## src/rtl/fetch_stage_pkg.sv

```systemverilog
// Shared fetch/decode definitions: FSM states, bubble word, opcode constants
// used by the control unit, and the IF/ID payload.
package fetch_stage_pkg;

  typedef enum logic [1:0] {
    S_BOOT    = 2'd0,
    S_REQ     = 2'd1,
    S_HOLD    = 2'd2,
    S_DISCARD = 2'd3
  } fetch_state_e;

  // addi x0,x0,0
  localparam logic [31:0] NOP_INSTR = 32'h0000_0013;

  localparam logic [6:0] OP_RTYPE  = 7'b0110011;
  localparam logic [6:0] OP_ITYPE  = 7'b0010011;
  localparam logic [6:0] OP_STORE  = 7'b0100011;
  localparam logic [6:0] OP_BRANCH = 7'b1100011;

  typedef struct packed {
    logic [31:0] instr;
    logic [31:0] pc;
    logic [31:0] pc_plus4;
    logic        valid;
  } if_id_t;

  // 32-bit modulo increment; 32'hFFFF_FFFC wraps to 0.
  function automatic logic [31:0] pc_inc(input logic [31:0] pc);
    return pc + 32'd4;
  endfunction

endpackage

```

## src/rtl/fetch_stage_if_id_reg.sv

```systemverilog
// IF/ID pipeline register. Flush beats stall, stall beats load; an unstalled
// cycle with nothing to load inserts a bubble. Bubbles keep the old PC fields.
module if_id_reg #(
  parameter logic [31:0] NOP_INSTR = fetch_stage_pkg::NOP_INSTR
) (
  input  logic                    clk,
  input  logic                    rst_n,
  input  logic                    stall,
  input  logic                    flush,
  input  logic                    load,
  input  fetch_stage_pkg::if_id_t load_data,
  output fetch_stage_pkg::if_id_t if_id
);
  import fetch_stage_pkg::*;

  if_id_t if_id_d, if_id_q;

  // Next IF/ID contents by flush > stall > load > bubble priority.
  always_comb begin
    if_id_d = if_id_q;
    if (flush || (!stall && !load)) begin
      if_id_d.instr = NOP_INSTR;
      if_id_d.valid = 1'b0;
    end else if (!stall) begin
      if_id_d = load_data;
    end
  end

  // IF/ID state; resets to a bubble at PC 0.
  always_ff @(posedge clk or negedge rst_n) begin
    if (!rst_n) begin
      if_id_q.instr    <= NOP_INSTR;
      if_id_q.pc       <= '0;
      if_id_q.pc_plus4 <= '0;
      if_id_q.valid    <= 1'b0;
    end else begin
      if_id_q <= if_id_d;
    end
  end

  assign if_id = if_id_q;

endmodule

```

## src/rtl/fetch_stage.sv

```systemverilog
// Instruction fetch: one-outstanding-request imem handshake, a one-word skid
// buffer for responses that arrive under stall, and redirect handling that
// drops the in-flight response of a squashed request.
module fetch_stage #(
  parameter logic [31:0] RESET_PC  = 32'h0000_0000,
  parameter logic [31:0] NOP_INSTR = fetch_stage_pkg::NOP_INSTR
) (
  input  logic        clk,
  input  logic        rst_n,
  input  logic        StallF,
  input  logic        FlushD,
  input  logic        BranchTakenE,
  input  logic [31:0] BranchTargetE,
  output logic        imem_req,
  output logic [31:0] imem_addr,
  input  logic        imem_valid,
  input  logic [31:0] imem_rdata,
  output logic [31:0] InstrD,
  output logic [31:0] PCD,
  output logic [31:0] PCPlus4D,
  output logic        ValidD,
  output logic [6:0]  opD,
  output logic [2:0]  functD
);
  import fetch_stage_pkg::*;

  fetch_state_e state_d, state_q;
  logic [31:0]  pcf_d, pcf_q;
  logic [31:0]  skid_d, skid_q;
  logic         imem_req_d, imem_req_q;
  logic         ld;
  if_id_t       ld_data, if_id;

  // Next-state, PC and skid decisions; a redirect always wins the PC.
  always_comb begin
    state_d = state_q;
    pcf_d   = pcf_q;
    skid_d  = skid_q;
    ld      = 1'b0;
    ld_data = '{instr: imem_rdata, pc: pcf_q, pc_plus4: pc_inc(pcf_q), valid: 1'b1};
    unique case (state_q)
      S_BOOT: state_d = S_REQ;
      S_REQ: begin
        if (BranchTakenE) begin
          pcf_d = BranchTargetE;
          // Without a response this cycle the old request is still in flight.
          state_d = imem_valid ? S_REQ : S_DISCARD;
        end else if (imem_valid) begin
          if (StallF) begin
            skid_d  = imem_rdata;
            state_d = S_HOLD;
          end else begin
            ld    = 1'b1;
            pcf_d = pc_inc(pcf_q);
          end
        end
      end
      S_HOLD: begin
        if (BranchTakenE) begin
          pcf_d   = BranchTargetE;
          skid_d  = '0;
          state_d = S_REQ;
        end else if (!StallF) begin
          ld            = 1'b1;
          ld_data.instr = skid_q;
          pcf_d         = pc_inc(pcf_q);
          skid_d        = '0;
          state_d       = S_REQ;
        end
      end
      S_DISCARD: begin
        // Squashed response is swallowed here; a new redirect still steers PCF.
        if (BranchTakenE) pcf_d = BranchTargetE;
        if (imem_valid)   state_d = S_REQ;
      end
      default: state_d = S_BOOT;
    endcase
    imem_req_d = (state_d == S_REQ);
  end

  // Fetch FSM state with registered request output.
  always_ff @(posedge clk or negedge rst_n) begin
    if (!rst_n) begin
      state_q    <= S_BOOT;
      pcf_q      <= RESET_PC;
      skid_q     <= '0;
      imem_req_q <= 1'b0;
    end else begin
      state_q    <= state_d;
      pcf_q      <= pcf_d;
      skid_q     <= skid_d;
      imem_req_q <= imem_req_d;
    end
  end

  if_id_reg #(.NOP_INSTR(NOP_INSTR)) u_if_id (
    .clk       (clk),
    .rst_n     (rst_n),
    .stall     (StallF),
    .flush     (FlushD),
    .load      (ld),
    .load_data (ld_data),
    .if_id     (if_id)
  );

  assign imem_req  = imem_req_q;
  assign imem_addr = pcf_q;
  assign InstrD    = if_id.instr;
  assign PCD       = if_id.pc;
  assign PCPlus4D  = if_id.pc_plus4;
  assign ValidD    = if_id.valid;
  assign opD       = if_id.instr[6:0];
  assign functD    = if_id.instr[14:12];

endmodule

```

## config.mk

```make
export PLATFORM = sky130hd
export DESIGN_NAME = fetch_stage
export DESIGN_NICKNAME = d
export VERILOG_FILES = /design/src/rtl/fetch_stage_pkg.sv /design/src/rtl/fetch_stage_if_id_reg.sv /design/src/rtl/fetch_stage.sv
export SDC_FILE = /design/constraint.sdc
export NUM_CORES = 1
export LEC_CHECK = 0
export CAP_MARGIN = 20
export CORE_MARGIN = 5
export CORE_UTILIZATION = 40
export CTS_BUF_LIST = sky130_fd_sc_hd__clkbuf_4
export DETAILED_ROUTE_END_ITERATION = 12
export MAX_ROUTING_LAYER = met4
export PLACE_DENSITY = 0.71
export SETUP_SLACK_MARGIN = 0.2
export SLEW_MARGIN = 20
export SYNTH_ARGS = -nofsm -noshare
export SYNTH_HDL_FRONTEND = slang
export SYNTH_SLANG_ARGS = --single-unit
export TNS_END_PERCENT = 50
```

## constraint.sdc

```tcl
create_clock -name clk -period 1.9 [get_ports clk]
set_input_delay 0.285 -clock clk [delete_from_list [all_inputs] [get_ports clk]]
set_output_delay 0.285 -clock clk [all_outputs]
set_load 0.005 [all_outputs]
```

== Word level (Yosys, flattened, before mapping) ==
Cells that the tools add are included.
Operators by class
  add/subtract/negate cells: 1
  eq/ne operators: 11
  mux-type cells: 30
  bitwise gates (word level): 2
  reduce and logical (&&, ||, !) cells: 10
Operator list (number)
  two-way mux 32 bit: 13
  two-way mux 97 bit: 1
  case mux 32 bit (3 select lines): 1
  case mux 32 bit (2 select lines): 1
  adder 32 x 3 -> 32 bit, second input constant: 1
  two-way mux 2 bit: 7
  inequality test 2 bit, second input constant: 4
  case mux 2 bit (4 select lines): 1
  inequality test 3 bit, second input constant: 2
  two-way mux 1 bit: 5
  AND reduction 5 bit: 1
  == test 2 x 1 -> 1 bit, second input constant: 2
  == test 2 bit, second input constant: 2
  AND reduction 3 bit: 1
  nonzero test 3 bit: 1
  logical NOT 1 bit: 2
  logical NOT 2 bit: 1
  inequality test 2 x 1 -> 1 bit, second input constant: 1
  NOT 1 bit: 2
  case mux 1 bit (2 select lines): 1
  AND reduction 2 bit: 1
  nonzero test 2 bit: 1
  logical AND 1 bit: 1
  logical OR 1 bit: 1
Word-level totals
  register bits after elaboration: 164
  bits of input ports: 70
  output and inout bits: 140
  word-level logic and storage cells: 62

== Longest topological paths before layout ==
Gate-level depths: netlist of the first run.
  depth in word-level cells: 9
  depth in mapped cells: 10
  mapped depth without buffers: 7

== By module ==
Synthesis of the first run repeated with hierarchy kept, for this count alone.
Second synthesis, totals
  cells, all modules: 837
  area total of the unflattened synthesis: 8902.3 µm²
Modules (own cells, without submodules)
  fetch_stage: instances 1, cells each 555, area an instance 4765.8 µm², seq. area each 1676.6 µm²
  if_id_reg: instances 1, cells each 282, area an instance 4136.5 µm², seq. area each 2431.1 µm²

== Least setup slack after synthesis of the first run ==
OpenSTA, ideal clock, no wires.
  path type: reg-to-reg
  start point: register state_q[0]
  end point: register u_if_id.if_id_q, in the netlist u_if_id.if_id[43]
  setup time: 125 ps
  arrival: 1867 ps
  required time: 1775 ps
  slack: -92 ps
  cell stages (with the launch flop): 10
  buffers on the path: 3
  clock period less this slack: 1992 ps
  path through: dfrtp_1 -> inv_1 -> ha_1 -> buf_2 -> a21oi_1 -> nor3b_2 -> nand2_1 -> buf_2 -> clkbuf_1 -> mux2_2
Between the ends
  cells in the longest elaborated chain, start to end: 7
  elaborated cells between the ends (all ways): 8
  classes of those cells: eq/ne: 2; mux: 1; bitwise: 1; reduce/logical: 4
RTL lines
  start: declaration: line fetch_stage.sv:27  | fetch_state_e state_d, state_q;
  start signal: assignment: line fetch_stage.sv:89  | state_q <= state_d;
  == test 2 bit / == test 2 x 1 -> 1 bit (equally long branches): line fetch_stage.sv:41  | unique case (state_q)
  case mux 1 bit (2 select lines) (*): line fetch_stage.sv:41
  logical NOT 1 bit (*): line fetch_stage_if_id_reg.sv:21  | if (flush || (!stall && !load)) begin
  logical AND 1 bit (*): line fetch_stage_if_id_reg.sv:21
  logical OR 1 bit (*): line fetch_stage_if_id_reg.sv:21
  NOT 1 bit (no source line) (*)
  AND reduction 2 bit (no source line) (*)
  end signal: assignment: line fetch_stage_if_id_reg.sv:37  | if_id_q <= if_id_d;
  end: declaration: line fetch_stage_if_id_reg.sv:16  | if_id_t if_id_d, if_id_q;
Every way passes the cells marked *; elsewhere a longest branch is shown, timed or not.
A chain may end at the register's enable or synchronous reset.

== Final worst setup path of the first run ==
  start point: register state_q[0]
  end point: register u_if_id.if_id_q, in the netlist u_if_id.if_id[27]
The elaborated chain is that of the path after synthesis.

==> results.md, run 1 <==
- The flow ran to the end, but the final reports show violations.
- The final reports fail on negative setup slack.
- The reg-to-reg critical path endpoint is u_if_id.if_id[27].
- The met3 usage is 5.96%.
- For this run, global-route usage on met2 was measured as 35.4%.
- The total power density per cell area is 1350 nW/µm².
- The congestion estimate from routability-driven global placement came to 0.853.
- Dividing the detail-routed via count by the number of cells gives 5.24.
- In this run the tool buffered the top-level ports with 209 buffer cells.
- In the synthesized netlist, the number of instances is 792.
- Along the worst path, the maximum fanout reaches 4.
- The synthesized design spends more area on one cell type than any other, namely sky130_fd_sc_hd__dfrtp_1.
- The setup slack of the most critical reg-to-reg path is -10 ps.
- Setup repair after global routing could not meet its margin everywhere.
- After global routing, the most crowded layer is met2.
- With fillers left out, the area of the finished cells amounts to 12400 µm².
- The number of global-route vias before repair is 7028.
- The count of maximum capacitance violations is 0.
- For this run, the post-layout net count is 1162.
- The number of antenna violations at the first check in global routing is 4.
- The total of endpoints with negative setup slack in the final report is 1.
- The average cell area after synthesis is 9.99 µm².
- Once detail routing completed, the nets flagged for antenna violations numbered 0.
- Across the VDD grid, the largest voltage drop is 0.000817 V.
- The via total after detailed routing is 7183.
- Across all setup checks in the final design, the least slack found is -14.1 ps.
- The type of the worst setup path is reg2reg.
- The critical path goes through inv_4 -> ha_4 -> a21oi_4 -> nor3b_4 -> nand2_4 -> buf_8 -> buf_12 -> or3_4 -> nand3_2.
- Clock tree synthesis found a total of 162 sinks.
- For this run, the number of standard cells in the final layout without fillers is 1370.
- The overall die height is 151 µm.
- In the final layout, the share of cells above drive strength 1 is 31.2%.
- The clock tree skew after final layout is 33.0 ps.
- The netlist uses 48 different library cells.
- Ranked by total cell area, the synthesized netlist is headed by sky130_fd_sc_hd__dfrtp_1, sky130_fd_sc_hd__nand2_1, sky130_fd_sc_hd__mux2_2, sky130_fd_sc_hd__buf_4, sky130_fd_sc_hd__mux2i_1.
- During I/O placement, the number of pins put on the boundary was 210.
- The peak clock frequency supported by timing is 522 MHz.
- For the worst-skew pair, the clock arrives at the later sink with an insertion delay of 590 ps.
- The number of nets handed over by synthesis was 867.
- The count of placed standard cells including taps is 1237.
- The final number of hold-violating endpoints is 0.
- The number of synthesized register bits is 162.
- In this run, synthesis inferred 0 flip-flops with an integrated enable.
- The met1 usage in global routing is 27.0%.
- The clock-pin slew on the worst setup and hold paths is 170 ps.
- The type of element launching the critical path is a register.
- The first-pass GRT wire length is 37.7 mm.
- The number of buffers created by CTS is 17.
- In the post-synthesis netlist, the cell with the most instances is sky130_fd_sc_hd__nand2_1.
- The region available for standard cell placement spans 19500 µm².
- In this run the cell area of the synthesized design comes to 7910 µm².
- STA classifies the critical path endpoint as a register.
- In this design, the stage delay of the slowest critical-path cell is 500 ps.
- The largest net degree at the start of global routing is 49.
- The count of unresolved DRC violations after routing is 0.
- The Yosys step of the flow raised 0 warnings.
- From synthesis to final layout, the design area changed by 57.2%.
- The number of buffers and inverters on the critical path is 3.
- The final max-slew violation count is 0.
- The startpoint identified for the worst register-to-register timing path is state_q[0].
- The number of cells on the worst reg-to-reg path is 9.
- At the pin with the least slew margin, the transition time is 498 ps.
- The floorplan die area is 22700 µm².
- The share of the synthesized area in the top cell type is 50.3%.
- Headroom to the max-slew limit came out at 66.8%.
- The tree is rooted in a sky130_fd_sc_hd__clkbuf_4.
- Counting buffers and inverters, the worst setup path is 9 cells deep.
- In the synthesized netlist the dominant register cell turns out to be sky130_fd_sc_hd__dfrtp_1.
- In this run the deepest clock path goes through 2 buffers.
- The portion of the post-synthesis area used by sequential elements is 51.3%.
- Grouping stages by cell kind, the critical path spends the most delay in simple AND/OR/NAND/NOR gates.
- The total cell area at the placement stage is 10500 µm².
- The initialized floorplan defines 51 standard-cell rows.
- Measured along the x axis, the die boundary spans 151 µm.
- The global router's overall resource usage is 22.0%.
- The flip-flop count of the largest register after layout is 95.
- The tightest hold path in the finished design has a slack of 170 ps.
- The H-tree was split into 4 levels.
- The critical path data arrival time is 2460 ps.
- Summed over all layers, the global routing overflow is 0.
- The first-pass detailed-route iteration total is 8.
- TritonCTS built the clock tree.
- The slowest library cell on the worst path is sky130_fd_sc_hd__dfrtp_2.
- The worst path uses 101% of the clock period.
- The total wirelength of the detailed-routed design is 26.3 mm.
- The final critical-path required period is 1910 ps.
- The design draws 16.8 mW.
- The number of violations reported at the end of detailed-routing iteration 0 is 449.
- The average detailed-routed wire length per instance is 19.2 µm.
- Counting flops with an async set or reset pin after synthesis yields a share of 100%.
- The total leakage power is 6.46 nW.
- For this configuration, the core starts out at a cell density of 40.7%.
- Sorting the synthesized cells by how often they occur yields sky130_fd_sc_hd__nand2_1, sky130_fd_sc_hd__dfrtp_1, sky130_fd_sc_hd__o21ai_0, sky130_fd_sc_hd__buf_4, sky130_fd_sc_hd__clkbuf_1.
- The wire-length estimate of the detail-placed layout is 15.7 mm.
- The worst hold path class is in2async.
- At the worst endpoint, the required time is 2450 ps.
## kinds of logic after synthesis
| group | share of synthesized area [%] |
|---|---|
| and+or+nand+nor | 16.6 |
| DFF | 51.3 |
| AOI/OAI and AO/OA | 11.6 |
| buffers and inverters | 7.56 |
| muxes | 9.15 |
| xor gates and xnor gates | 2.99 |
| adders and majority gates | 0.791 |
## area by class of cell
type / count / area (µm²)
Antenna cell: 5 / 12.5
Clock buffer: 17 / 128
Clock inverter: 15 / 120
Fill cell: 1497 / 7020
Inverter: 6 / 27.5
Multi-Input combinational cell: 526 / 3740
Sequential cell: 162 / 4070
Tap cell: 265 / 332
Timing Repair Buffer: 374 / 4020
## repair_timing
| action | in CTS | in global routing |
|---|---|---|
| hold endpoints to repair | 107 | 0 |
| endpoints found under the setup margin | 295 | 269 |
| buffers inserted | 52 | 25 |
| resized for setup | 145 | 212 |
| pin swaps | 10 | 23 |
| hold buffers | 1 | 0 |
| gates cloned | 6 | 12 |
## routing by layer
| metal | vias to the layer above | part of all wire, % | wire [µm] |
|---|---|---|---|
| li1 | 3298 | - | - |
| met4 | 0 | 2.5 | 647 |
| met3 | 55 | 7.7 | 2030 |
| met5 | - | 0 | 0 |
| met2 | 296 | 50 | 13200 |
| met1 | 3534 | 40 | 10400 |
## cell usage in the layout (no fill, tap or decap), types with 7 or more instances in the layout
cell type / n
sky130_fd_sc_hd__mux2i_1: 30
sky130_fd_sc_hd__clkdlybuf4s15_1: 14
sky130_fd_sc_hd__nand4_1: 11
sky130_fd_sc_hd__o21ai_1: 34
sky130_fd_sc_hd__a21oi_1: 25
sky130_fd_sc_hd__buf_4: 95
sky130_fd_sc_hd__nand2_2: 10
sky130_fd_sc_hd__o22ai_1: 15
sky130_fd_sc_hd__buf_6: 42
sky130_fd_sc_hd__nand2_1: 145
sky130_fd_sc_hd__dfrtp_2: 7
sky130_fd_sc_hd__clkbuf_16: 7
sky130_fd_sc_hd__a2bb2oi_1: 14
sky130_fd_sc_hd__o21ai_2: 20
sky130_fd_sc_hd__buf_12: 13
sky130_fd_sc_hd__mux2_2: 35
sky130_fd_sc_hd__clkdlybuf4s50_1: 93
sky130_fd_sc_hd__nor2_1: 11
sky130_fd_sc_hd__nand2_4: 7
sky130_fd_sc_hd__dfrtp_1: 152
sky130_fd_sc_hd__dlymetal6s2s_1: 57
sky130_fd_sc_hd__clkbuf_4: 17
sky130_fd_sc_hd__xor2_1: 21
sky130_fd_sc_hd__nand3b_1: 31
sky130_fd_sc_hd__o21ai_0: 13
sky130_fd_sc_hd__nand3_1: 10
sky130_fd_sc_hd__dlygate4sd2_1: 36
## how the worst max path moves through the flow
stage / from / end
floorplan: state_q[0] / imem_addr[26]
global placement: imem_valid / u_if_id.if_id[40]
detailed placement: imem_valid / u_if_id.if_id[42]
CTS: state_q[0] / u_if_id.if_id[62]
global route: state_q[0] / u_if_id.if_id[27]
finish: state_q[0] / u_if_id.if_id[27]
## report_power, final
group / leakage [nW] / switching, mW / internal [mW] / total (mW)
clock network: 0.135 / 1.41 / 0.550 / 1.96
logic: 4.31 / 4.08 / 5.08 / 9.17
registers: 2.02 / 0.882 / 4.84 / 5.72
total: 6.46 / 6.37 / 10.5 / 16.8
## per-stage QoR
step                      util (%)  setup TNS [ps]  setup WS [ps]
after floorplan                  -               0           27.4
after global placement        54.0           -8550           -177
after detailed placement      54.0          -15560           -245
after CTS                     59.1               0           14.0
after global routing          63.9           -1150          -73.0
final                         63.9           -14.1          -14.1
Note: power is estimated with default switching activity, not from simulation.
==> run 2, diff against run 1 <==
Settings changed: PLACE_DENSITY 0.71 to 0.69, REMOVE_ABC_BUFFERS from default to 1, SYNTH_HIERARCHICAL from default to 1, TNS_END_PERCENT 50 to 1.
==> results.md, run 2 <==
- The most instantiated flip-flop cell in the synthesis netlist is sky130_fd_sc_hd__dfrtp_1.
- In the final timing run, aggregate negative setup slack is -11880 ps.
- Leaving out fill and tap cells, the most frequent cells in the layout are sky130_fd_sc_hd__dfrtp_1, sky130_fd_sc_hd__dlygate4sd2_1, sky130_fd_sc_hd__nand2_1, sky130_fd_sc_hd__clkdlybuf4s50_1, sky130_fd_sc_hd__mux2_4.
- Of all nets on the critical path, the largest fanout is 16.
- The clock-pin slew on the worst setup and hold paths is 150 ps.
- The total of endpoints with negative setup slack in the final report is 96.
- The run finished, with violations left.
- The flip-flop count of the largest register after layout is 97.
- The worst register-to-register path ends at u_if_id/if_id[40].
- The library cell used most frequently in the layout, excluding fill and tap cells, is sky130_fd_sc_hd__dfrtp_1.
- The share of the synthesized area in the top cell type is 45.3%.
- Max-cap violations in this run came to 0.
- The cell type with the largest total area after synthesis is sky130_fd_sc_hd__dfrtp_1.
- The H-tree was split into 4 levels.
- The hold slack is 176 ps.
- The number of cells on the worst reg-to-reg path is 8.
- The synthesized design contains 0 enable-type register cells.
- The half-perimeter wire length after detailed placement is 16.9 mm.
- The combined area of all synthesized cells is 8900 µm².
- After synthesis the netlist holds a flip-flop and latch count of 164.
- The number of top-level design ports is 210.
- The final number of hold-violating endpoints is 0.
- The type of element launching the critical path is a register.
- Total power for the finished layout comes to 16.1 mW.
- The critical path data arrival time is 2550 ps.
- Synthesis produced a netlist whose cell count is 837.
- The critical path in this run is classified as reg2reg.
- The final critical-path required period is 2100 ps.
- The number of antenna violations at the first check in global routing is 1.
- Summed over all layers, the global routing overflow is 0.
- The critical register-to-register path startpoint is state_q[0].
- The data required time at the worst endpoint is 2350 ps.
- The average detailed-routed wire length per instance is 18.3 µm.
- The number of vias per cell is 5.22.
- The layout net count is 1113.
- The post-synthesis async set-or-reset flop share is 100%.
- The commonest cells after synthesis are sky130_fd_sc_hd__dfrtp_1, sky130_fd_sc_hd__nand2_1, sky130_fd_sc_hd__a21oi_1, sky130_fd_sc_hd__mux2_4, sky130_fd_sc_hd__buf_4.
- The total wirelength of the detailed-routed design is 24.4 mm.
- For flop-to-flop paths, the worst setup slack is -200 ps.
- Power spread over the standard cell area amounts to 1360 nW/µm².
- In the routed design, unresolved DRC markers number 0.
- The congestion estimate from routability-driven global placement came to 0.828.
- Setup repair after global routing could not meet its margin everywhere.
- The layout has 2038 filler cells.
- The final max-slew violation count was 0.
- The peak clock frequency supported by timing is 476 MHz.
- Traced cell by cell, the critical path runs through inv_1 -> ha_1 -> a21oi_1 -> nor4b_2 -> nor3b_4 -> buf_12 -> buf_12 -> mux2_4.
- The total area inside the core boundary comes to 21900 µm².
- The via total after detailed routing is 6950.
- The total leakage power is 5.32 nW.
- For this run, the number of Yosys warnings is 6.
- The setup slack of the critical path after layout is -202 ps.
- The share of cells above drive strength 1 is 26.8%.
- The final core utilization is 54.0%.
- The clock latency of the later-clocked register in the worst-skew pair is 560 ps.
- The buffer depth of the longest clock path is 2.
- The number of global-route vias before repair came to 7102.
- The worst hold path belongs to the class in2async.
- The floorplan die area is 25300 µm².
- The critical path's most frequent cell is sky130_fd_sc_hd__buf_12.
- The most instantiated library cell after synthesis is sky130_fd_sc_hd__dfrtp_1.
- The root buffer cell chosen for the clock tree is sky130_fd_sc_hd__clkbuf_4.
- Ranked by total cell area, the synthesized netlist is headed by sky130_fd_sc_hd__dfrtp_1, sky130_fd_sc_hd__mux2_4, sky130_fd_sc_hd__mux2_2, sky130_fd_sc_hd__nand2_1, sky130_fd_sc_hd__buf_4.
- The initialized floorplan defines 54 standard-cell rows.
- The first-pass detailed-route iteration total is 5.
- The kind of end point of the critical path is a register.
- The area growth from synthesis to layout is 32.7%.
- The starting density of the core is 40.7%.
- Entering global routing, the biggest net connects 117 pins.
- The first global-routing pass estimated 39.7 mm of wire.
- The number of clock buffers added by TritonCTS is 17.
- In this run the tool buffered the top-level ports with 209 buffer cells.
- The x dimension of the die is 159 µm.
- The detail route stage leaves a number of antenna-violating nets equal to 0.
- CTS saw 164 sinks.
- The first routing iteration left 432 violations.
- The final reports fail on negative setup slack.
- The clock tree from TritonCTS is yes.
- The portion of the post-synthesis area used by sequential elements is 46.1%.
- VDD sags by at most 0.000934 V.
- The overall die height is 159 µm.
- The average cell area after synthesis is 10.6 µm².
- The count of cell types in the netlist is 59.
- The ratio of final minimum period to clock period is 111%.
- The largest individual stage delay along the critical path comes from the cell sky130_fd_sc_hd__dfrtp_1.
- The clock tree skew after final layout is 24.3 ps.
- The highest cell delay on the worst timing path is 420 ps.
- The global router's overall resource usage is 19.6%.
==> run 2: per-stage QoR <==
stage,setup WS (ps),cell area [µm²],instances
CTS,-215,11800,1331
floorplan,-6540,8210,731
global placement,-312,11400,1296
detailed placement,-364,11400,1296
finish,-202,11800,1332
global route,-322,11800,1332
==> run 2: worst max path at each step <==
| stage | startpoint | slack [ps] | cells past startpoint | to |
|---|---|---|---|---|
| after detailed placement | imem_valid | -360 | 7 | u_if_id/if_id[36] |
| after CTS | state_q[1] | -210 | 8 | u_if_id/if_id[40] |
| after floorplan | state_q[0] | -6540 | 6 | u_if_id/if_id[10] |
| after global placement | imem_valid | -310 | 7 | u_if_id/if_id[12] |
| final | state_q[0] | -200 | 8 | u_if_id/if_id[40] |
| after global routing | state_q[1] | -320 | 8 | u_if_id/if_id[5] |
==> run 2: worst max-delay path: cells and delay by family (launching register included) <==
family / cells / cell delay [ps]
fa+ha+maj: 1 / 180
compound gates: 1 / 60
mux: 1 / 310
buf+inv: 3 / 480
simple gates: 2 / 540
flops: 1 / 420
==> run 2: logic make-up (layout without fill, tap and decap cells) <==
family / after synthesis / in the layout / share of synthesized area (%)
buffers and inverters: 114 / 328 / 8.08
DFF: 164 / 164 / 46.1
xor gates and xnor gates: 28 / 28 / 2.75
muxes: 99 / 99 / 15.0
other: 1 / 2 / 0.0421
AOI/OAI and AO/OA: 193 / 193 / 13.0
and+or+nand+nor: 233 / 233 / 14.3
adders and majority gates: 5 / 5 / 0.703
==> run 2: layout make-up <==
type	count	area, µm²	share of cell area [%]
Inverter	8	30.0	0.254
Timing Repair Buffer	288	2740	23.2
Clock buffer	18	135	1.14
Tap cell	280	350	2.96
Sequential cell	164	4110	34.8
Antenna cell	1	2.50	0.0212
Clock inverter	14	128	1.08
Multi-Input combinational cell	559	4320	36.6
==> run 2: repair_timing <==
item | CTS | global route
gates resized for setup | 259 | 40
setup endpoints to repair | 299 | 177
pin swaps | 20 | 14
endpoints found under the hold margin | 161 | 0
hold buffers | 1 | 0
setup buffers | 2 | 0
==> run 2: per-layer routing <==
| layer | vias up | global-route usage [%] | routed length, µm |
|---|---|---|---|
| met3 | 21 | 2.77 | 911 |
| met2 | 158 | 31.3 | 12200 |
| met4 | 0 | 5.47 | 311 |
| met5 | - | - | 0 |
| li1 | 3338 | - | - |
| met1 | 3433 | 26.2 | 11000 |
==> run 2: report_power, final <==
part           internal [mW]  total [mW]  switching, mW
clock network          0.675        1.99           1.31
logic                   4.46        8.21           3.75
registers               4.87        5.85          0.981
==> run 3, diff against run 2 <==
Settings changed: CAP_MARGIN 20 to default.
==> results of run 3 <==
Final layout, timing and power as in run 2 (identical DEF).
